===== config.mk =====
export PLATFORM = sky130hd
export DESIGN_NAME = stream_reduce_sink
export DESIGN_NICKNAME = d
export VERILOG_FILES = /design/src/rtl/stream_reduce_sink.sv
export SDC_FILE = /design/constraint.sdc
export NUM_CORES = 1
export LEC_CHECK = 0
export CORE_AREA = 5 5 136 138
export CTS_BUF_LIST = sky130_fd_sc_hd__clkbuf_8
export DETAILED_ROUTE_END_ITERATION = 12
export DIE_AREA = 0 0 141 143
export PLACE_DENSITY = 0.95
export RECOVER_POWER = 50
export SLEW_MARGIN = 20
export SYNTH_ARGS = -nofsm -noshare
export SYNTH_HDL_FRONTEND = slang
export SYNTH_SLANG_ARGS = --single-unit
export TNS_END_PERCENT = 30

===== constraint.sdc =====
create_clock -name __clock -period 6.6 [get_ports __clock]
set_input_delay 0.66 -clock __clock [delete_from_list [all_inputs] [get_ports __clock]]
set_output_delay 0.66 -clock __clock [all_outputs]
set_load 0.01 [all_outputs]

===== src/rtl/stream_reduce_sink.sv =====
// Stream reduction sink: consumes a valid/ready/done yielded run and reduces it
// to sum, count and maximum, then presents one held result beat downstream.
module stream_reduce_sink #(
  parameter int WIDTH     = 32,
  parameter int ACC_WIDTH = 48,
  parameter int CNT_WIDTH = 16
) (
  input  logic                 __clock,
  input  logic                 __reset,
  input  logic                 __start,
  input  logic                 in_valid,
  input  logic                 in_done,
  input  logic [WIDTH-1:0]     in_data,
  output logic                 in_ready,
  input  logic                 __ready,
  output logic                 __valid,
  output logic                 __done,
  output logic [ACC_WIDTH-1:0] __output_sum,
  output logic [CNT_WIDTH-1:0] __output_count,
  output logic [WIDTH-1:0]     __output_max,
  output logic                 __output_overflow
);

  typedef enum logic [1:0] {
    IDLE    = 2'd0,
    COLLECT = 2'd1,
    EMIT    = 2'd2
  } state_t;

  // state is the FSM register; observe it hierarchically for state checks.
  state_t state;
  state_t state_next;

  logic [ACC_WIDTH-1:0] acc_sum;
  logic [CNT_WIDTH-1:0] acc_cnt;
  logic [WIDTH-1:0]     acc_max;
  logic                 acc_ovf;

  logic                 beat;
  logic                 data_beat;
  logic                 term_beat;
  logic [ACC_WIDTH:0]   sum_ext;
  logic                 cnt_full;
  logic [WIDTH-1:0]     max_next;

  // Handshakes: an input beat moves on a rising edge where in_valid & in_ready;
  // the result moves on a rising edge where __valid & __ready. Neither side may
  // drop or change a valid beat until it has moved.
  assign in_ready  = (state == COLLECT);
  assign beat      = in_valid & in_ready;
  assign data_beat = beat & ~in_done;
  assign term_beat = beat & in_done;

  // One extra bit on the adder captures the carry-out that marks a wrap.
  assign sum_ext  = {1'b0, acc_sum} + {{(ACC_WIDTH - WIDTH + 1){1'b0}}, in_data};
  assign cnt_full = &acc_cnt;
  assign max_next = (in_data > acc_max) ? in_data : acc_max;

  always_comb begin
    state_next = state;
    case (state)
      IDLE:    if (__start) state_next = COLLECT;
      COLLECT: if (term_beat) state_next = EMIT;
      EMIT:    if (__ready) state_next = IDLE;
      default: state_next = IDLE;
    endcase
  end

  always_ff @(posedge __clock or negedge __reset) begin
    if (!__reset) state <= IDLE;
    else          state <= state_next;
  end

  always_ff @(posedge __clock or negedge __reset) begin
    if (!__reset) begin
      acc_sum <= '0;
      acc_cnt <= '0;
      acc_max <= '0;
      acc_ovf <= 1'b0;
    end else if (state == IDLE && __start) begin
      acc_sum <= '0;
      acc_cnt <= '0;
      acc_max <= '0;
      acc_ovf <= 1'b0;
    end else if (data_beat) begin
      acc_sum <= sum_ext[ACC_WIDTH-1:0];
      if (!cnt_full) acc_cnt <= acc_cnt + {{(CNT_WIDTH-1){1'b0}}, 1'b1};
      acc_max <= max_next;
      acc_ovf <= acc_ovf | sum_ext[ACC_WIDTH] | cnt_full;
    end
  end

  // Result registers keep their last values after the handshake.
  always_ff @(posedge __clock or negedge __reset) begin
    if (!__reset) begin
      __valid           <= 1'b0;
      __done            <= 1'b0;
      __output_sum      <= '0;
      __output_count    <= '0;
      __output_max      <= '0;
      __output_overflow <= 1'b0;
    end else if (term_beat) begin
      __valid           <= 1'b1;
      __done            <= 1'b1;
      __output_sum      <= acc_sum;
      __output_count    <= acc_cnt;
      __output_max      <= acc_max;
      __output_overflow <= acc_ovf;
    end else if (state == EMIT && __ready) begin
      __valid <= 1'b0;
      __done  <= 1'b0;
    end
  end

endmodule


# [Word level (Yosys, flattened, before mapping)]
# Cells that the tools add are included.
[word_totals] mem_bits_ro=0 memories=0 latch_bits=0 input_bits=38 register_bits=197 ram_bits=0
[op_classes] n_eq_ne=6 n_lt_le_gt_ge=1 n_bitwise=6 shift=0 reduce_logical=10 div=0 mul=0 n_mux=16 addsub=2
[ops] operator="$mux 32" count=3
[ops] operator="$mux 48" count=2
[ops] operator="$add 48x32->49" count=1
[ops] operator="$mux 16" count=3
[ops] operator="$gt 32x32->1" count=1
[ops] operator="$add 16x1->16 const B" count=1
[ops] operator="$reduce_and 16->1" count=1
[ops] operator="$mux 2" count=3
[ops] operator="$pmux 2 s3" count=1
[ops] operator="$reduce_bool 2->1" count=3
[ops] operator="$mux 1" count=4
[ops] operator="$ne 2x1->1 const B" count=2
[ops] operator="$ne 2x2->1 const B" count=2
[ops] operator="$reduce_and 2->1" count=2
[ops] operator="$and 1x1->1" count=3
[ops] operator="$reduce_and 3->1" count=1
[ops] operator="$eq 2x1->1 const B" count=1
[ops] operator="$eq 2x2->1 const B" count=1
[ops] operator="$logic_and 1x1->1" count=2
[ops] operator="$logic_not 2->1" count=1
[ops] operator="$or 1x1->1" count=2
[ops] operator="$not 1->1" count=1

# [Longest topological paths before layout]
[depth] depth_word=5 ltp_mapped=11 mapped_depth_nobuf=11

# [Worst setup path after synthesis]
# OpenSTA, ideal clock, no wires.
[synth_timing] kind="input to register" start="in in_data[0]" end="reg acc_sum[42]" setup_ps=78 t_arrival_ps=2791 path_slack_ps=3731 cell_stages=11 required_ps=6522 cell_sequence="ha_1 inv_1 fa_1 nor2b_1 o31a_2 a21oi_2 o31ai_4 a211oi_2 or2_1 or3_1 a21oi_1"
[synth_via] elab_chain_cells=3
[synth_lines] item="start: declaration" line_no="13" text="input logic [WIDTH-1:0] in_data,"
[synth_lines] item="$add 48x32->49" line_no="55" text="assign sum_ext = {1'b0, acc_sum} + {{(ACC_WIDTH - WIDTH + 1){1'b0}}, in_data};"
[synth_lines] item="$mux 48" line_no="85" text="end else if (data_beat) begin"
[synth_lines] item="$mux 48" line_no="80" text="end else if (state == IDLE && __start) begin"
[synth_lines] item="end signal: assignment" line_no="86" text="acc_sum <= sum_ext[ACC_WIDTH-1:0];"
[synth_lines] item="end: declaration" line_no="34" text="logic [ACC_WIDTH-1:0] acc_sum;"
# Every way passes these cells. The select of a mux whose other input is x is not followed.
# A chain may end at the register's enable or synchronous reset.

# [Worst setup path after layout]
[layout_timing] start="in in_data[31]" end="reg acc_max[15]"
[layout_via] elab_chain_cells=3
[layout_lines] item="$gt 32x32->1" line_no="57" text="assign max_next = (in_data > acc_max) ? in_data : acc_max;"
[layout_lines] item="$reduce_bool 2->1 (no line)"
[layout_lines] item="$reduce_and 2->1 (no line)"
[layout_lines] item="end signal: assignment" line_no="88" text="acc_max <= max_next;"
[layout_lines] item="end: declaration" line_no="36" text="logic [WIDTH-1:0] acc_max;"
# Every way passes these cells.

==> metrics.txt <==
outcome=finished with violations; failing checks=max-capacitance violations, max-slew violations; via/cell ratio=6.025; CTS tree=built; hpwl dp=17.47 mm; Max Root-Sink Buffers=2; crit path from=in_data[31]; Synth async-reset ratio=100.0%; Post-synth top cells=197 x dfrtp_1, 94 x mux2_2, 86 x o21ai_0; Sink Count=197; PD cells=369.0 mW/mm2; DRT Wirelength=24.88 mm; port bufs=137; post-CTS setup buffers=0; H-tree Lvls=4; Die Width=141 um; Worst EP required=6.97 ns; row cnt=48; DR iter-0 viols=725; # fillers=1192; DP Area=0.01191 mm2; most common cell in the netlist=dfrtp_1; slew at the pin with the worst max-slew slack=2.822 ns; syn_area_per_cell=10.48 um2; RSZ-0062 raised after global routing=false; CTS root buf=clkbuf_8; FF-to-FF Start=acc_max[29]; register area=0.004930 mm2; crit path DAT=3.98 ns; final worst path period share=54.72%; yosys warns=0; post-layout min period=3.612 ns; DIE AREA=0.02016 mm2; Yosys cell types=74; worst setup margin=2.988 ns; drt pass-1 iters=8; Antenna Nets Post-Route=0; Layout Nets=1210; footprint of the multi-input gates=0.005115 mm2; drt wl/cell=18.51 um; Synth Register Bits=197; setup TNS=0 ns; n_diodes=0; fmax=276.9 MHz; antenna violations before repair=0; largest net degree at the start of global routing=96; largest cells by area after synthesis=dfrtp_1 47%, mux2_2 10%, ha_1 7.8%, o21ai_0 4.1%, nand2_1 2.8%; Place WS=2.616 ns; TritonCTS Buffers=17; final instance area=0.01233 mm2; DRC viols=0; vias in the first global route=8310; share of cells above drive strength 1=13.76%; Worst Skew=0.01171 ns; max-capacitance violation count=3; Syn-to-layout area delta=18.58%; Setup violations, final=0; # IOs=138; Slew HR=-88.16%; Post-CTS Resized=0; GRT Total Usage=25.28%; Pleak=5.819 nW; Post-synth EDFFs=0; Final Hold Viols=0; hold_buf cts=0; post-synthesis net count=1096; post-synthesis cell count=992; worst hold path class=in2async; most common flop cell mapped by yosys=dfrtp_1; via count=8098; cell area after synthesis=0.01039 mm2; Die Ht=143 um; Crit Path Max Fanout=32; first-pass GRT wire length=41.13 mm; Setup crit end kind=flip-flop; CP Class=in2reg; Placer Congestion=0.8791; core area=0.01706 mm2; Yosys top cell by area=dfrtp_1; Clk pin slew, worst setup/hold paths=0.11 ns; initial core utilization=60.94%; Yosys top cell area share=47.42%; register area share after synthesis=47.42%; worst skew pair latency=0.48 ns; Total Power=4.548 mW; Max Slew Vio Count=147; VDD IR max=0.2034 mV; startpoint types=input pin; GRT Residual Overflow=0
cell families (layout without fill, tap and decap cells):
family / count (synthesis) / in the layout / share of synthesized area, %
buf+inv: 91 / 218 / 3.611
fa+ha+maj: 66 / 66 / 8.016
mux: 98 / 98 / 10.57
compound gates: 218 / 218 / 13.38
flops: 197 / 197 / 47.42
simple gates: 276 / 276 / 13.12
xor+xnor: 46 / 46 / 3.876
worst max-delay path, stage by stage:
cell,delay [ns]
clkdlybuf4s50_1,0.50
ha_1,0.36
nand4_1,0.21
nor4_1,0.85
a221oi_1,0.25
a211oi_4,0.25
buf_4,0.47
mux2_2,0.41
final timing paths:
path | cells past startpoint | end | slack, ns
worst max-delay path | 8 | acc_max[15] | 2.99
worst min-delay path | 1 | __output_max[13] | 0.23
worst max register to register | 8 | acc_max[15] | 3.29
worst min register to register | 2 | __output_max[25] | 0.49
max in group asynchronous | 2 | __output_sum[25] | 3.22
min in group __clock | 2 | __output_max[25] | 0.49
cell usage in the layout, fill, tap and decap left out, types with 14 or more instances in the layout:
| master | synthesis | routed |
|---|---|---|
| dfrtp_1 | 197 | 197 |
| mux2_2 | 94 | 94 |
| clkdlybuf4s50_1 | 0 | 91 |
| o21ai_0 | 86 | 86 |
| nand2_1 | 77 | 77 |
| nor2_1 | 65 | 65 |
| ha_1 | 65 | 65 |
| a21oi_1 | 49 | 49 |
| nand3_1 | 47 | 46 |
| dlygate4sd3_1 | 0 | 45 |
| inv_1 | 43 | 43 |
| a21o_1 | 26 | 26 |
| xor2_1 | 24 | 24 |
| xnor2_1 | 22 | 22 |
| clkbuf_8 | 0 | 18 |
| nand4_1 | 17 | 17 |
| and3_1 | 14 | 14 |
report_power, final:
group	internal, mW	total, mW	leakage, nW	switching [mW]
logic	0.907	1.98	2.94	1.07
clock network	0.332	0.829	0.218	0.498
registers	1.54	1.74	2.66	0.200
stage by stage:
stage	hold WS [ns]	util (%)	instances
after CTS	0.2379	72.32	1344
after detailed placement	0.4695	69.81	1312
after floorplan	0.3644	-	992
after global placement	0.4610	69.81	1312
final	0.2335	72.27	1344
after global routing	0.2802	72.27	1344
area by class of cell:
type                            instances  area share, %
Clock inverter                         15          1.563
Multi-Input combinational cell        704          41.49
Timing Repair Buffer                  143          11.46
Tap cell                              225          2.284
Inverter                               43          1.309
Clock buffer                           17          1.898
Sequential cell                       197          39.99
routing by layer:
metal  up-vias  global-route usage [%]  wire length, um
li1       3761                       -                -
met1      3958                   31.87            10300
met2       315                   43.27            12500
met3        64                   4.923             1382
met4         0                   10.05              708
met5         -                       0                0
sequential cells by signal (all words and copies together), names as in the netlist:
name               flops
__output_sum          48
acc_sum               48
__output_max          32
acc_max               32
__output_count        16
acc_cnt               16
state                  2
__done                 1
__output_overflow      1
acc_ovf                1
(Power assumes the default switching activity.)
==> RTL change 1, RTL diff (config.mk and constraints unchanged) <==
Encoding of `state_t`: now one-hot (3 bits for 3 states).
--- a/src/rtl/stream_reduce_sink.sv
+++ b/src/rtl/stream_reduce_sink.sv
@@ -23,6 +23,6 @@
 
-  typedef enum logic [1:0] {
-    IDLE    = 2'd0,
-    COLLECT = 2'd1,
-    EMIT    = 2'd2
+  typedef enum logic [2:0] {
+    IDLE    = 3'b001,
+    COLLECT = 3'b010,
+    EMIT    = 3'b100
   } state_t;
Check against the original RTL: same outputs for any inputs over 4 cycles, from zero or initial values and one cycle with __reset low; so few cycles prove little.
==> RTL change 1 against the unedited design <==
- largest power group unchanged
- final cell count is 5.6% higher
- sequential power is 6% lower
- area after synthesis is 3.0% higher
- critical endpoint is now acc_max[5]
- non-clock buffer count is 1 higher
- the flow still finishes with violations (max-capacitance violations, max-slew violations)
- power is 7.8% lower
- routed wire length is 10% higher
- design area is 2.5% higher
- sequential cell count is 1 higher
- highest routed layer unchanged
- count of clock-buffer cells in the layout is 2 higher
- setup slack worse by 0.65 ns
==> RTL change 1: results (changes against the unedited design) <==
* **status** finished with violations, unchanged
* **violations in the final reports** max-capacitance violations, max-slew violations, unchanged
* **hold path depth** 2
* **top area cells in the synthesized netlist** dfrtp_1 46%, ha_1 7.6%, mux2_2 6.9%, was dfrtp_1 47%, mux2_2 10%, ha_1 7.8%
* **max incr delay on CP** 2.05 ns, was 0.85 ns
* **capturing point of the worst reg2reg path** acc_sum[26], was acc_max[15]
* **max-slew violations** 269, was 147
* **maximum clock insertion buffer count** 2, unchanged
* **Worst R2R Path Depth** 6, was 8
* **cell with the biggest individual delay on the critical path** clkbuf_2, was nor4_1
* **via count of the first global-routing pass** 9133, was 8310
* **nets** 1285, was 1210
* **Critical Path Fanout Max** 121, was 32
* **violation count after the first detailed-routing iteration** 785, was 725
* **Regs by FF count** __output_sum x48, acc_sum x48, unchanged
* **kind of cell with the highest combined delay on the critical path** buffers and inverters, was simple AND/OR/NAND/NOR gates
* **standby leakage power** 6.06 nW, was 5.82 nW
* **largest net degree at the start of global routing** 122, was 96
* **number of buffers inserted by port buffering** 137, unchanged
* **area growth from synthesis to layout** 18.0%, was 18.6%
* **final-layout fill cell count** 1207, was 1192
* **Critical R2R Launch** state[0], was acc_max[29]
* **clock-pin slew reported for the worst setup and hold paths after clock tree synthesis** 0.09 ns, was 0.11 ns
* **GP Congestion** 0.891, was 0.879
* **total of cells resized after clock tree synthesis** 0, unchanged
* **capture endpoint of the worst hold path** __output_max[21]
* **share of cells above drive strength 1** 0.126, was 0.138
* **power drawn by the sequential cells** 0.00163 W, was 0.00174 W
* **sw frac** 0.378, was 0.388
* **number of unique standard cell types used by synthesis** 69, was 74
* **first-pass GRT wire length** 45300 um, was 41100 um
* **iteration count of the initial detailed-routing pass** 5, was 8
* **largest vdd supply drop** 0.172 mV, was 0.203 mV
* **Data arrival, critical path** 4.49 ns, was 3.98 ns
* **skew final** 0.0160 ns, was 0.0117 ns
* **Avg Inst Size Synth** 9.97 um^2, was 10.5 um^2
* **sequential cell area fraction in the yosys report** 0.463, was 0.474
* **transition time at the pin with the least slew margin** 2.98 ns, was 2.82 ns
* **number of buffers inserted by post-CTS setup repair** 0, unchanged
* **Synth Warn #** 0, unchanged
* **leading cell types by count after synthesis** 197 x dfrtp_1, 87 x nand2_1, 84 x o21ai_0, was 197 x dfrtp_1, 94 x mux2_2, 86 x o21ai_0
* **worst min-delay path category** reg2reg, was in2async
* **HPWL Detailed** 19500 um, was 17500 um
* **fraction of power consumed by the clock network** 0.219, was 0.182
* **worst hold slack** 0.485 ns, was 0.234 ns
* **detailed-route wire length** 27400 um, was 24900 um
* **CTS Root Cell** clkbuf_8, unchanged
* **all-layer global routing usage** 0.280, was 0.253
* **WL per Instance** 19.3 um, was 18.5 um
* **max-cap violations** 3, unchanged
* **vias** 8782, was 8098
* **register-to-register setup slack** 3.04 ns, was 3.29 ns
* **placed insts** 1387, was 1312
* **cell area after placement** 0.0122 mm^2, was 0.0119 mm^2
* **number of inserted diodes** 0, unchanged
* **Post-Syn Nets** 1178, was 1096
* **antenna violations before repair** 0, unchanged
## RTL change 1: cell types whose count changed after synthesis, moves of 10 or more
cell,before,now
a21oi_2,1,25
o21ai_1,1,41
nand3_1,47,83
nand2_1,77,87
nand4_1,17,28
nor2_1,65,47
mux2_2,94,66
## RTL change 1: cell type report
| cell class | instances | share of cell area |
|---|---|---|
| flip-flops and latches | 198 | 0.392 |
| inverters | 45 | 0.0134 |
| multi-input cells | 775 | 0.424 |
| clock inverters | 13 | 0.0158 |
| well taps | 225 | 0.0223 |
| repair buffers | 144 | 0.112 |
| clock buffers | 19 | 0.0207 |
## RTL change 1: kinds of logic after synthesis
family / synth area share
AND/OR/NAND/NOR: 0.143
AO/OA/AOI/OAI: 0.164
flip-flops: 0.463
buffers and inverters: 0.0396
multiplexers: 0.0778
adder cells (fa/ha/maj): 0.0778
XOR/XNOR: 0.0352
## RTL change 1: worst max path at each step
stage,depth (start not counted),slack [ns],to,startpoint
after global routing,2,1.42,acc_max[0],__reset
final,2,2.34,acc_max[5],__reset
after floorplan,11,3.90,acc_sum[42],in_data[0]
after CTS,9,3.04,acc_max[5],in_data[31]
after global placement,9,2.65,acc_max[13],in_data[31]
after detailed placement,9,2.56,acc_max[5],in_data[31]
## RTL change 1: metrics by stage
stage / power (W) / setup WS [ns]
after global routing: 0.00444 / 1.42
after floorplan: 0.00269 / 3.90
final: 0.00419 / 2.34
after detailed placement: 0.00333 / 2.56
after CTS: 0.00424 / 3.04
after global placement: 0.00324 / 2.65
## RTL change 1: metal layers
layer	up-vias	global-route usage	share of wire
met2	354	0.478	0.50
met3	76	0.0743	0.076
li1	4050	-	-
met1	4302	0.341	0.40
met5	-	0	0
met4	0	0.111	0.029
==> RTL change 2, RTL diff (config.mk and constraints unchanged) <==
Made on the original files. `ACC_WIDTH`: 48 -> 40.
--- a/src/rtl/stream_reduce_sink.sv
+++ b/src/rtl/stream_reduce_sink.sv
@@ -4,3 +4,3 @@
   parameter int WIDTH     = 32,
-  parameter int ACC_WIDTH = 48,
+  parameter int ACC_WIDTH = 40,
   parameter int CNT_WIDTH = 16
Ports: changed (resized __output_sum); port bits go from 138 to 130. The function was not compared with the original's and may differ.
==> RTL change 2 against the unedited design <==
- the flow still finishes with violations (max-capacitance violations, max-slew violations)
- critical path depth shrank 1
- hold slack lost 0.0034 ns
- power grew 5.0%
- area after synthesis shrank 4.9%
- routed wire length shrank 4.8%
- design area shrank 4.8%
- setup slack lost 0.94 ns
- sequential cell count shrank 16
- fmax shrank 21%
- critical path type is now reg2reg
- critical endpoint is now acc_max[5]
- largest power group unchanged
==> RTL change 2: results (changes against the unedited design) <==
* **HPWL Detailed** 16800 um, was 17500 um
* **iteration count of the initial detailed-routing pass** 6, was 8
* **violations in the final reports** max-capacitance violations, max-slew violations, unchanged
* **Critical Path Fanout Max** 70, was 32
* **clock-pin slew reported for the worst setup and hold paths after clock tree synthesis** 0.09 ns, was 0.11 ns
* **nets** 1174, was 1210
* **violation count after the first detailed-routing iteration** 637, was 725
* **capturing point of the worst reg2reg path** acc_max[5], was acc_max[15]
* **sw frac** 0.387, was 0.388
* **Worst R2R Path Depth** 7, was 8
* **number of buffers inserted by port buffering** 129, was 137
* **Critical R2R Launch** state[1], was acc_max[29]
* **Avg Inst Size Synth** 10.3 um^2, was 10.5 um^2
* **detailed-route wire length** 23700 um, was 24900 um
* **sequential cell area fraction in the yosys report** 0.458, was 0.474
* **share of cells above drive strength 1** 0.127, was 0.138
* **cell area after placement** 0.0113 mm^2, was 0.0119 mm^2
* **first-pass GRT wire length** 39100 um, was 41100 um
* **max-cap violations** 2, was 3
* **skew final** 0.0134 ns, was 0.0117 ns
* **status** finished with violations, unchanged
* **top area cells in the synthesized netlist** dfrtp_1 46%, ha_1 8.2%, mux2_2 6.6%, was dfrtp_1 47%, mux2_2 10%, ha_1 7.8%
* **max-slew violations** 128, was 147
* **placed insts** 1276, was 1312
* **GP Congestion** 0.955, was 0.879
* **standby leakage power** 5.42 nW, was 5.82 nW
* **Setup Slack @ Placement** 2.15 ns, was 2.62 ns
[RTL change 2: worst max-delay path, cell delays in order, from the launching register on]
cell	delay [ns]
dfrtp_1	0.42
and2b_1	0.27
nand2_1	0.09
or2_2	0.27
clkbuf_1	1.09
a311oi_4	1.33
buf_4	0.53
mux2_2	0.39
[RTL change 2: final cells by class]
class                           count  area (um^2)
Sequential cell                   181         4530
Tap cell                          225          282
Multi-Input combinational cell    687         4980
Fill cell                        1232         5320
Timing Repair Buffer              136         1350
Clock inverter                     13          156
Clock buffer                       19          262
Inverter                           47          176
[RTL change 2: kinds of logic (layout without fill, tap and decap cells)]
kind of cell	after synthesis	in the layout	synth area share
DFF	181	181	0.458
muxes	95	95	0.118
and+or+nand+nor	276	276	0.133
adders and majority gates	66	66	0.0843
buffers and inverters	91	215	0.0373
AOI/OAI and AO/OA	218	218	0.141
xor gates and xnor gates	32	32	0.0284
[RTL change 2: worst max path at each step]
stage	start	endpoint	slack [ns]	cells after the start
after floorplan	in_data[25]	acc_max[10]	3.81	9
after global placement	in_data[15]	acc_max[4]	2.28	10
after detailed placement	in_data[14]	acc_max[5]	2.15	10
after CTS	in_data[13]	acc_max[5]	2.60	10
after global routing	state[1]	acc_max[5]	1.77	7
final	state[1]	acc_max[5]	2.05	7
[RTL change 2: power groups by stage]
stage	Sequential, W	Clock (W)	Combinational [W]
2_1_floorplan	0.00170	0	0.00147
3_3_place_gp	0.00166	0	0.00220
3_5_place_dp	0.00168	0	0.00228
4_1_cts	0.00166	0.000814	0.00230
5_1_grt	0.00170	0.000854	0.00254
6_report	0.00166	0.000799	0.00231
[RTL change 2: layer usage]
layer  vias to the layer above  GRT usage  wire length [um]
met5                         -          0                 0
met2                       299      0.397             11600
li1                       3639          -                 -
met4                         0      0.101               782
met1                      3787      0.312              9900
met3                        67     0.0486              1400
